$ cat src/rtl/clock_display_scan.sv
// clock_display_scan
// Six-digit multiplexed seven-segment driver for the digital clock.
// Scans the six BCD time digits onto a common-anode display, one digit per
// slot, and blinks the colon dots on the minute-ones and hour-ones digits.
// All six digits are captured together at the start of each scan frame, so
// a counter carry never shows a torn time.
//
// Optional feature: define CLOCK_DISP_LZ_BLANK_EN to blank the hour tens
// digit when its captured value is zero. With the macro undefined, the
// hour tens digit is always lit and a zero shows as "0".
module clock_display_scan #(
  parameter int SCAN_DIV  = 50000,     // clk cycles per digit slot, >= 2
  parameter int BLINK_DIV = 25000000   // clk cycles per dot blink phase, >= 1
) (
  input  logic       clk,
  input  logic       rst_n,
  input  logic [3:0] sec_1,
  input  logic [3:0] sec_2,
  input  logic [3:0] min_1,
  input  logic [3:0] min_2,
  input  logic [3:0] hour_1,
  input  logic [3:0] hour_2,
  output logic [5:0] an,
  output logic [6:0] seg,
  output logic       dp
);

  // Counter widths follow their modulus; a modulus of 1 still needs one bit.
  localparam int DIV_W = (SCAN_DIV  > 1) ? $clog2(SCAN_DIV)  : 1;
  localparam int BLK_W = (BLINK_DIV > 1) ? $clog2(BLINK_DIV) : 1;

  localparam logic [DIV_W-1:0] DIV_LAST = DIV_W'(SCAN_DIV - 1);
  localparam logic [BLK_W-1:0] BLK_LAST = BLK_W'(BLINK_DIV - 1);

  localparam logic [5:0] AN_ALL_OFF  = 6'b111111;
  localparam logic [6:0] SEG_ALL_OFF = 7'b1111111;
  localparam logic [6:0] SEG_DASH    = 7'b0111111;

  // Slot states, numbered in scan order from the rightmost digit.
  typedef enum logic [2:0] {
    SLOT_SEC1  = 3'd0,
    SLOT_SEC2  = 3'd1,
    SLOT_MIN1  = 3'd2,
    SLOT_MIN2  = 3'd3,
    SLOT_HOUR1 = 3'd4,
    SLOT_HOUR2 = 3'd5
  } slot_e;

  // ---------------------------------------------------------------------
  // Helper functions
  // ---------------------------------------------------------------------

  // BCD digit to active-low segment pattern {g,f,e,d,c,b,a}; 10..15 -> dash.
  function automatic logic [6:0] seg_encode(input logic [3:0] digit);
    logic [6:0] pat;
    case (digit)
      4'd0:    pat = 7'b1000000;
      4'd1:    pat = 7'b1111001;
      4'd2:    pat = 7'b0100100;
      4'd3:    pat = 7'b0110000;
      4'd4:    pat = 7'b0011001;
      4'd5:    pat = 7'b0010010;
      4'd6:    pat = 7'b0000010;
      4'd7:    pat = 7'b1111000;
      4'd8:    pat = 7'b0000000;
      4'd9:    pat = 7'b0010000;
      default: pat = SEG_DASH;
    endcase
    return pat;
  endfunction

  // Slot to active-low digit enable; exactly one bit low for a valid slot.
  function automatic logic [5:0] an_decode(input slot_e slot);
    logic [5:0] en;
    case (slot)
      SLOT_SEC1:  en = 6'b111110;
      SLOT_SEC2:  en = 6'b111101;
      SLOT_MIN1:  en = 6'b111011;
      SLOT_MIN2:  en = 6'b110111;
      SLOT_HOUR1: en = 6'b101111;
      SLOT_HOUR2: en = 6'b011111;
      default:    en = AN_ALL_OFF;
    endcase
    return en;
  endfunction

  // Next slot in scan order; the last slot wraps back to the first.
  function automatic slot_e slot_advance(input slot_e slot);
    slot_e nxt;
    case (slot)
      SLOT_SEC1:  nxt = SLOT_SEC2;
      SLOT_SEC2:  nxt = SLOT_MIN1;
      SLOT_MIN1:  nxt = SLOT_MIN2;
      SLOT_MIN2:  nxt = SLOT_HOUR1;
      SLOT_HOUR1: nxt = SLOT_HOUR2;
      SLOT_HOUR2: nxt = SLOT_SEC1;
      default:    nxt = SLOT_SEC1;
    endcase
    return nxt;
  endfunction

  // ---------------------------------------------------------------------
  // State
  // ---------------------------------------------------------------------
  logic [DIV_W-1:0] div_cnt_q,   div_cnt_d;
  slot_e            slot_q,      slot_d;
  logic [BLK_W-1:0] blink_cnt_q, blink_cnt_d;
  logic             phase_q,     phase_d;

  // Frame snapshot of the six time digits.
  logic [3:0] snap_sec1_q,  snap_sec1_d;
  logic [3:0] snap_sec2_q,  snap_sec2_d;
  logic [3:0] snap_min1_q,  snap_min1_d;
  logic [3:0] snap_min2_q,  snap_min2_d;
  logic [3:0] snap_hour1_q, snap_hour1_d;
  logic [3:0] snap_hour2_q, snap_hour2_d;

  // Registered display outputs.
  logic [5:0] an_q,  an_d;
  logic [6:0] seg_q, seg_d;
  logic       dp_q,  dp_d;

  logic       tick_s;
  logic       frame_end_s;
  logic       blink_wrap_s;
  logic [3:0] digit_s;
  logic       dot_slot_s;

  // Prescaler, slot counter, blink counter and snapshot next-state.
  always_comb begin
    tick_s       = (div_cnt_q == DIV_LAST);
    frame_end_s  = tick_s && (slot_q == SLOT_HOUR2);
    blink_wrap_s = (blink_cnt_q == BLK_LAST);

    if (tick_s) begin
      div_cnt_d = {DIV_W{1'b0}};
      slot_d    = slot_advance(slot_q);
    end else begin
      div_cnt_d = div_cnt_q + DIV_W'(1);
      slot_d    = slot_q;
    end

    // Blink runs independently of the scan; a wrap coinciding with a tick
    // is simply handled in parallel.
    if (blink_wrap_s) begin
      blink_cnt_d = {BLK_W{1'b0}};
      phase_d     = ~phase_q;
    end else begin
      blink_cnt_d = blink_cnt_q + BLK_W'(1);
      phase_d     = phase_q;
    end

    // All six digits load together on the edge where slot wraps to 0,
    // so the next frame starts with a coherent time.
    if (frame_end_s) begin
      snap_sec1_d  = sec_1;
      snap_sec2_d  = sec_2;
      snap_min1_d  = min_1;
      snap_min2_d  = min_2;
      snap_hour1_d = hour_1;
      snap_hour2_d = hour_2;
    end else begin
      snap_sec1_d  = snap_sec1_q;
      snap_sec2_d  = snap_sec2_q;
      snap_min1_d  = snap_min1_q;
      snap_min2_d  = snap_min2_q;
      snap_hour1_d = snap_hour1_q;
      snap_hour2_d = snap_hour2_q;
    end
  end

  // Select the snapshot digit belonging to the current slot.
  always_comb begin
    digit_s = 4'd0;
    case (slot_q)
      SLOT_SEC1:  digit_s = snap_sec1_q;
      SLOT_SEC2:  digit_s = snap_sec2_q;
      SLOT_MIN1:  digit_s = snap_min1_q;
      SLOT_MIN2:  digit_s = snap_min2_q;
      SLOT_HOUR1: digit_s = snap_hour1_q;
      SLOT_HOUR2: digit_s = snap_hour2_q;
      default:    digit_s = 4'd0;
    endcase
  end

  // Display output next-state from the current slot, snapshot and phase.
  always_comb begin
    an_d  = an_decode(slot_q);
    seg_d = seg_encode(digit_s);

`ifdef CLOCK_DISP_LZ_BLANK_EN
    // Dark hour tens digit when the captured value is zero; the live input
    // is deliberately not consulted so blanking stays frame-coherent.
    if ((slot_q == SLOT_HOUR2) && (snap_hour2_q == 4'd0)) begin
      an_d  = AN_ALL_OFF;
      seg_d = SEG_ALL_OFF;
    end else begin
      an_d  = an_decode(slot_q);
      seg_d = seg_encode(digit_s);
    end
`endif

    // Colon dots sit on the minute-ones and hour-ones digits.
    dot_slot_s = (slot_q == SLOT_MIN1) || (slot_q == SLOT_HOUR1);
    if (phase_q && dot_slot_s) begin
      dp_d = 1'b0;
    end else begin
      dp_d = 1'b1;
    end
  end

  // All state and output registers with synchronous active-low reset.
  always_ff @(posedge clk) begin
    if (!rst_n) begin
      div_cnt_q    <= {DIV_W{1'b0}};
      slot_q       <= SLOT_SEC1;
      blink_cnt_q  <= {BLK_W{1'b0}};
      phase_q      <= 1'b0;
      snap_sec1_q  <= 4'd0;
      snap_sec2_q  <= 4'd0;
      snap_min1_q  <= 4'd0;
      snap_min2_q  <= 4'd0;
      snap_hour1_q <= 4'd0;
      snap_hour2_q <= 4'd0;
      an_q         <= AN_ALL_OFF;
      seg_q        <= SEG_ALL_OFF;
      dp_q         <= 1'b1;
    end else begin
      div_cnt_q    <= div_cnt_d;
      slot_q       <= slot_d;
      blink_cnt_q  <= blink_cnt_d;
      phase_q      <= phase_d;
      snap_sec1_q  <= snap_sec1_d;
      snap_sec2_q  <= snap_sec2_d;
      snap_min1_q  <= snap_min1_d;
      snap_min2_q  <= snap_min2_d;
      snap_hour1_q <= snap_hour1_d;
      snap_hour2_q <= snap_hour2_d;
      an_q         <= an_d;
      seg_q        <= seg_d;
      dp_q         <= dp_d;
    end
  end

  assign an  = an_q;
  assign seg = seg_q;
  assign dp  = dp_q;

endmodule

$ cat config.mk
export PLATFORM = sky130hd
export DESIGN_NAME = clock_display_scan
export DESIGN_NICKNAME = d
export VERILOG_FILES = /design/src/rtl/clock_display_scan.sv
export SDC_FILE = /design/constraint.sdc
export NUM_CORES = 1
export LEC_CHECK = 0
export CAP_MARGIN = 20
export CORE_ASPECT_RATIO = 0.6
export CORE_MARGIN = 3
export CORE_UTILIZATION = 55
export DETAILED_ROUTE_END_ITERATION = 6
export GPL_ROUTABILITY_DRIVEN = 0
export PLACE_DENSITY = 0.85
export SYNTH_ARGS = -nofsm -noshare
export SYNTH_HDL_FRONTEND = slang
export SYNTH_SLANG_ARGS = --single-unit
$ cat constraint.sdc
create_clock -name clk -period 2.8 [get_ports clk]
set_input_delay 0.28 -clock clk [delete_from_list [all_inputs] [get_ports clk]]
set_output_delay 0.28 -clock clk [all_outputs]
set_load 0.05 [all_outputs]
**Yosys cells after proc, flatten, opt, wreduce, memory -nomap -nowiden**

Memories as Yosys holds them, arrays and structs flattened. A register that Yosys moved wholly into a read port is not among the register bits.
Cells that the tools add are included.

- Flip-flop bits (word level): 76
- ROM bits: 112
- Input bits: 26
- Output and inout port bits: 14
- Logic and storage cells: 35
- Memories kept: 1

- Add/sub/neg operators: 2
- Equality and inequality tests: 7
- Multiplexer cells: 4
- Bitwise gates (word level): 2
- Reduce and logical (&&, ||, !) cells: 7

Memories:

| memory | words | bits a word | rd ports | clocked after Yosys merged registers in | write ports | line | RTL |
|---|---|---|---|---|---|---|---|
| (name not given) | 16 | 7 | 1 | 1 | 0 | 56 | `case (digit)` |

Operators with widths:

| operator | number |
|---|---|
| 6-bit one-hot mux with 6 select lines | 1 |
| 25-bit by 1-bit adder with 25-bit output, second input constant | 1 |
| 25-bit equality test, second input constant | 1 |
| 4-bit one-hot mux with 6 select lines | 1 |
| 16-bit by 1-bit adder with 16-bit output, second input constant | 1 |
| 16-bit equality test, second input constant | 1 |
| 3-bit one-hot mux with 5 select lines | 1 |
| 3-bit by 2-bit equality test with 1-bit output, second input constant | 2 |
| 3-bit equality test, second input constant | 2 |
| 2-bit OR reduction | 2 |
| 3-bit by 1-bit equality test with 1-bit output, second input constant | 1 |
| 3-bit zero test | 1 |
| 1-bit logical AND | 2 |
| 1-bit inverter | 2 |
| 1-bit zero test | 1 |
| 1-bit logical OR | 1 |
| 1-bit two-way mux | 1 |

**Logic depth before layout (Yosys ltp)**

- Word-level depth: 4
- Gate-level depth with buffers: 10
- Mapped depth without buffers: 8

**Worst setup path after synthesis**

No wires, ideal clock.

- Path kind: reg-to-reg
- From: register slot_q[0]
- To: register seg_q[0] (netlist: seg[0])
- Library setup time: 0.130 ns
- Data arrival time: 2.186 ns
- Required time: 2.670 ns
- Slack: 0.484 ns
- Stages on the path, launching flop included: 11
- Buffers on the path: 2
- Period minus slack after synthesis: 2.316 ns
- Cells stage by stage: dfxtp_1 > clkbuf_1 > buf_1 > mux2i_1 > o22ai_1 > a31oi_1 > inv_1 > ha_1 > nor3_1 > o211a_1 > a31oi_1

- Word-level cells in the longest chain between the ends: 2
- Elaborated cells on any way between the ends: 7
- Those cells by class: eq/ne (5); mux (1); reduce/logical (1)

RTL lines:

| item | line | RTL |
|---|---|---|
| start: declaration | 106 | `slot_e slot_q, slot_d;` |
| start signal: assignment | 230 | `slot_q <= slot_d;` |
| 3-bit equality test (tied with other cells) | 175 | `case (slot_q)` |
| 4-bit one-hot mux with 6 select lines (*) | 175 |  |
| end: declaration | 120 | `logic [6:0] seg_q, seg_d;` |

Mark *: on every way between the ends. The rest lies on a longest branch, timed or not.
A chain may end at the register's enable or synchronous reset.

**Final worst setup path**

- From: register slot_q[1]
- To: register seg_q[0] (netlist: seg[0])

Same word-level chain as after synthesis.

==> reports/qor.txt <==
Compound-Gate Fraction of Synth Area - 0.05949
Netlist cell types - 41
Number of fillers in the final layout - 515
Die ar. - 7659 um2
Initial antenna violation count - 0
Synth top area cells - dfxtp_1 46%, mux2i_1 9.4%, xor2_1 6.5%
Crit path cell chain - nand2b_1 > o22ai_1 > a31oi_1 > inv_1 > ha_1 > nor3_1 > o211a_1 > a31oi_1
Routed len/inst - 14.31 um
Clk slew on worst S/H paths - 0.08 ns
Lkg Pwr - 0.001587 uW
Int Power - 1713 uW
Final setup viols - 0
Crit path launch - slot_q[1]$_SDFFE_PN0N_
RSZ-0062 raised after global routing - false
CTS Buf Count - 9
DR iter-0 viols - 165
Worst Setup EP - seg[0]$_SDFF_PN1_
Top FF cell, synth - dfxtp_1
Post-synthesis adder-cell area fraction - 0.02407
Reg2reg end - seg[0]$_SDFF_PN1_
Tmin final - 2.455 ns
Fin crit share - 0.8769
Sw power - 468.5 uW
Cts hold-fix bufs - 0
Post-Syn Area - 3638 um2
CP most frequent cell - a31oi_1
First-pass GRT wire length - 12600 um
Top cell type's share of synthesized area - 0.4567
Antenna Nets Post-Route - 0
Post-route cell area - 4294 um2
Reg2reg start - slot_q[1]$_SDFFE_PN0N_
Vias/cell - 5.398
Critical path's largest stage delay - 0.72 ns
R2R depth - 8
Xor-xnor portion of the synthesized cell area - 0.08425
Clock network power share - 0.389
Largest family of logic cells by synthesized area - simple AND/OR/NAND/NOR gates
All-Layer GR Usage - 0.2033
Die Wd - 111.0 um
Diodes inserted - 0
Multiplexer share of the synthesized area - 0.1028
Register area share after synthesis - 0.4567
Req. time, crit path - 3.04 ns
Hold Vio Cnt, Final - 0
Leading cell type by number of instances after synthesis - dfxtp_1
Vias in the first global route - 2629
Min-Delay Path Class - register to register
Cells after synthesis - 386
Critical path arrival - 2.69 ns
H-tree levels - 3
CTS tree - yes
Worst-Margin Slew - 0.6171 ns
Setup Buffers After CTS - 0
Reg2Reg Setup Slack - 0.34 ns
DRC viols - 0
Post-DP Area - 4100 um2
Core ar. - 6248 um2
Pre-CTS WS - 0.4016 ns
Num ports - 40
EDFF count, synth - 0
PwrDens - 508.0 nW/um2
Drt pass-1 iters - 5
Worst Skew - 0.01000 ns
Largest area contributor in the netlist - dfxtp_1
Pin count of the biggest net entering global routing - 26
Initial Utilization - 0.5823
Sequential share of power - 0.554
Yosys warns - 0
Top cells by count, synth - 83 x dfxtp_1, 45 x nor2_1, 34 x mux2i_1, 27 x xor2_1, 26 x nor2b_1
Post-synth ARST share - 0
CTS root buf - clkbuf_8
Syn Area/Cell - 9.426 um2
Final Max Tran Viols - 0
CP endpoint kind - register
Max frequency - 407.3 MHz
Crit path kind - register to register
Total Wirelength - 7300 um
Clock sink total - 83
Hpwl dp - 5362 um
Clock tree buffer depth - 2
Final net count - 455
Clk_lat worst skew - 0.36 ns
Switch share - 0.2148
#FFs+latches synth - 83
Layout cell share with drive strength beyond 1 - 0.05634
Via count - 2753
Total gr overflow - 0
Buffers on Ports - 39
Setup slack after layout - 0.3448 ns
Combinational group share of total power - 0.057
Row count - 22
Net Count, Synth - 419
Peak VDD IR - 0.4036 mV
Post-cts repair resize count - 0
CP Launch Type - register
Synthesized-area fraction occupied by and/or/nand/nor cells - 0.2352
Layout Utilization - 0.6872
Die height - 69 um
CP max FO - 17
Relative slew slack - 0.5881
Outcome - complete, no violations
Critical-path top delay cell - dfxtp_1
Max cap viols - 0
Final TNS setup - 0 ns
Area grow syn2layout - 18.02%
## registers in the layout (all words and copies together), names as in the netlist, 6 cells and up
| signal | cells |
|---|---|
| blink_cnt_q | 25 |
| div_cnt_q | 16 |
| seg | 7 |
| an | 6 |
## how the worst min path moves through the flow
stage / from / end / depth (start not counted)
global placement: phase_q$_SDFFE_PN0P_ / dp$_SDFF_PN1_ / 1
detailed placement: phase_q$_SDFFE_PN0P_ / dp$_SDFF_PN1_ / 1
floorplan: phase_q$_SDFFE_PN0P_ / dp$_SDFF_PN1_ / 1
finish: phase_q$_SDFFE_PN0P_ / dp$_SDFF_PN1_ / 1
global route: phase_q$_SDFFE_PN0P_ / dp$_SDFF_PN1_ / 1
CTS: phase_q$_SDFFE_PN0P_ / dp$_SDFF_PN1_ / 1
## kinds of logic (layout without fill, tap and decap cells)
logic type / Yosys count / count (layout)
simple gates: 159 / 159
flops: 83 / 83
mux: 37 / 37
xor+xnor: 35 / 35
compound gates: 33 / 33
buf+inv: 32 / 72
fa+ha+maj: 7 / 7
## worst max-delay path: cells and delay by family, from the launching register on
kind            cells  cell delay, ns
compound gates      4            0.77
flops               1            0.72
simple gates        2            0.50
fa+ha+maj           1            0.20
buf+inv             1            0.13
## cell type report
class                           count  area (um2)  area share
Inverter                           12       45.04     0.01049
Multi-Input combinational cell    271        1841      0.4286
Tap cell                           84       105.1     0.02448
Clock buffer                       13       158.9     0.03700
Timing Repair Buffer               45       447.9      0.1043
Sequential cell                    83        1662      0.3869
Clock inverter                      2       35.03    0.008159
## power groups by stage
stage | clock network (uW) | logic (uW) | registers (uW)
final | 848 | 124 | 1210
after global routing | 922 | 135 | 1210
after CTS | 874 | 125 | 1210
after detailed placement | 0 | 124 | 1240
after global placement | 0 | 122 | 1240
after floorplan | 0 | 47.0 | 1250
## placed cells by master, fill, tap and decap left out, drive strengths merged, types with 4 or more instances in the layout
cell,n
buf,6
ha,7
dfxtp,83
xnor2,8
nand4,13
xor2,27
nand2,17
nor3,5
nor2,45
mux2i,34
clkdlybuf4s50,39
or3,4
and2,7
inv,12
and3,9
clkbuf,13
nor2b,26
nand3,15
a21oi,6
and4,6
o21ai,9
## metal layers
layer / up-vias / global-route usage / wire length (um)
li1: 1394 / - / -
met1: 1273 / 0.2968 / 3793
met2: 73 / 0.2762 / 2986
met3: 13 / 0.07544 / 411
met4: 0 / 0.06284 / 109
met5: - / 0 / 0
## stage by stage
stage / hold slack, ns / std cells / power, uW
final: 0.4101 / 510 / 2182
after global routing: 0.4247 / 510 / 2269
after CTS: 0.4156 / 510 / 2208
after detailed placement: 0.3964 / 495 / 1361
after global placement: 0.3821 / 495 / 1358
after floorplan: 0.3697 / 386 / 1299
(Power assumes the default switching activity.)
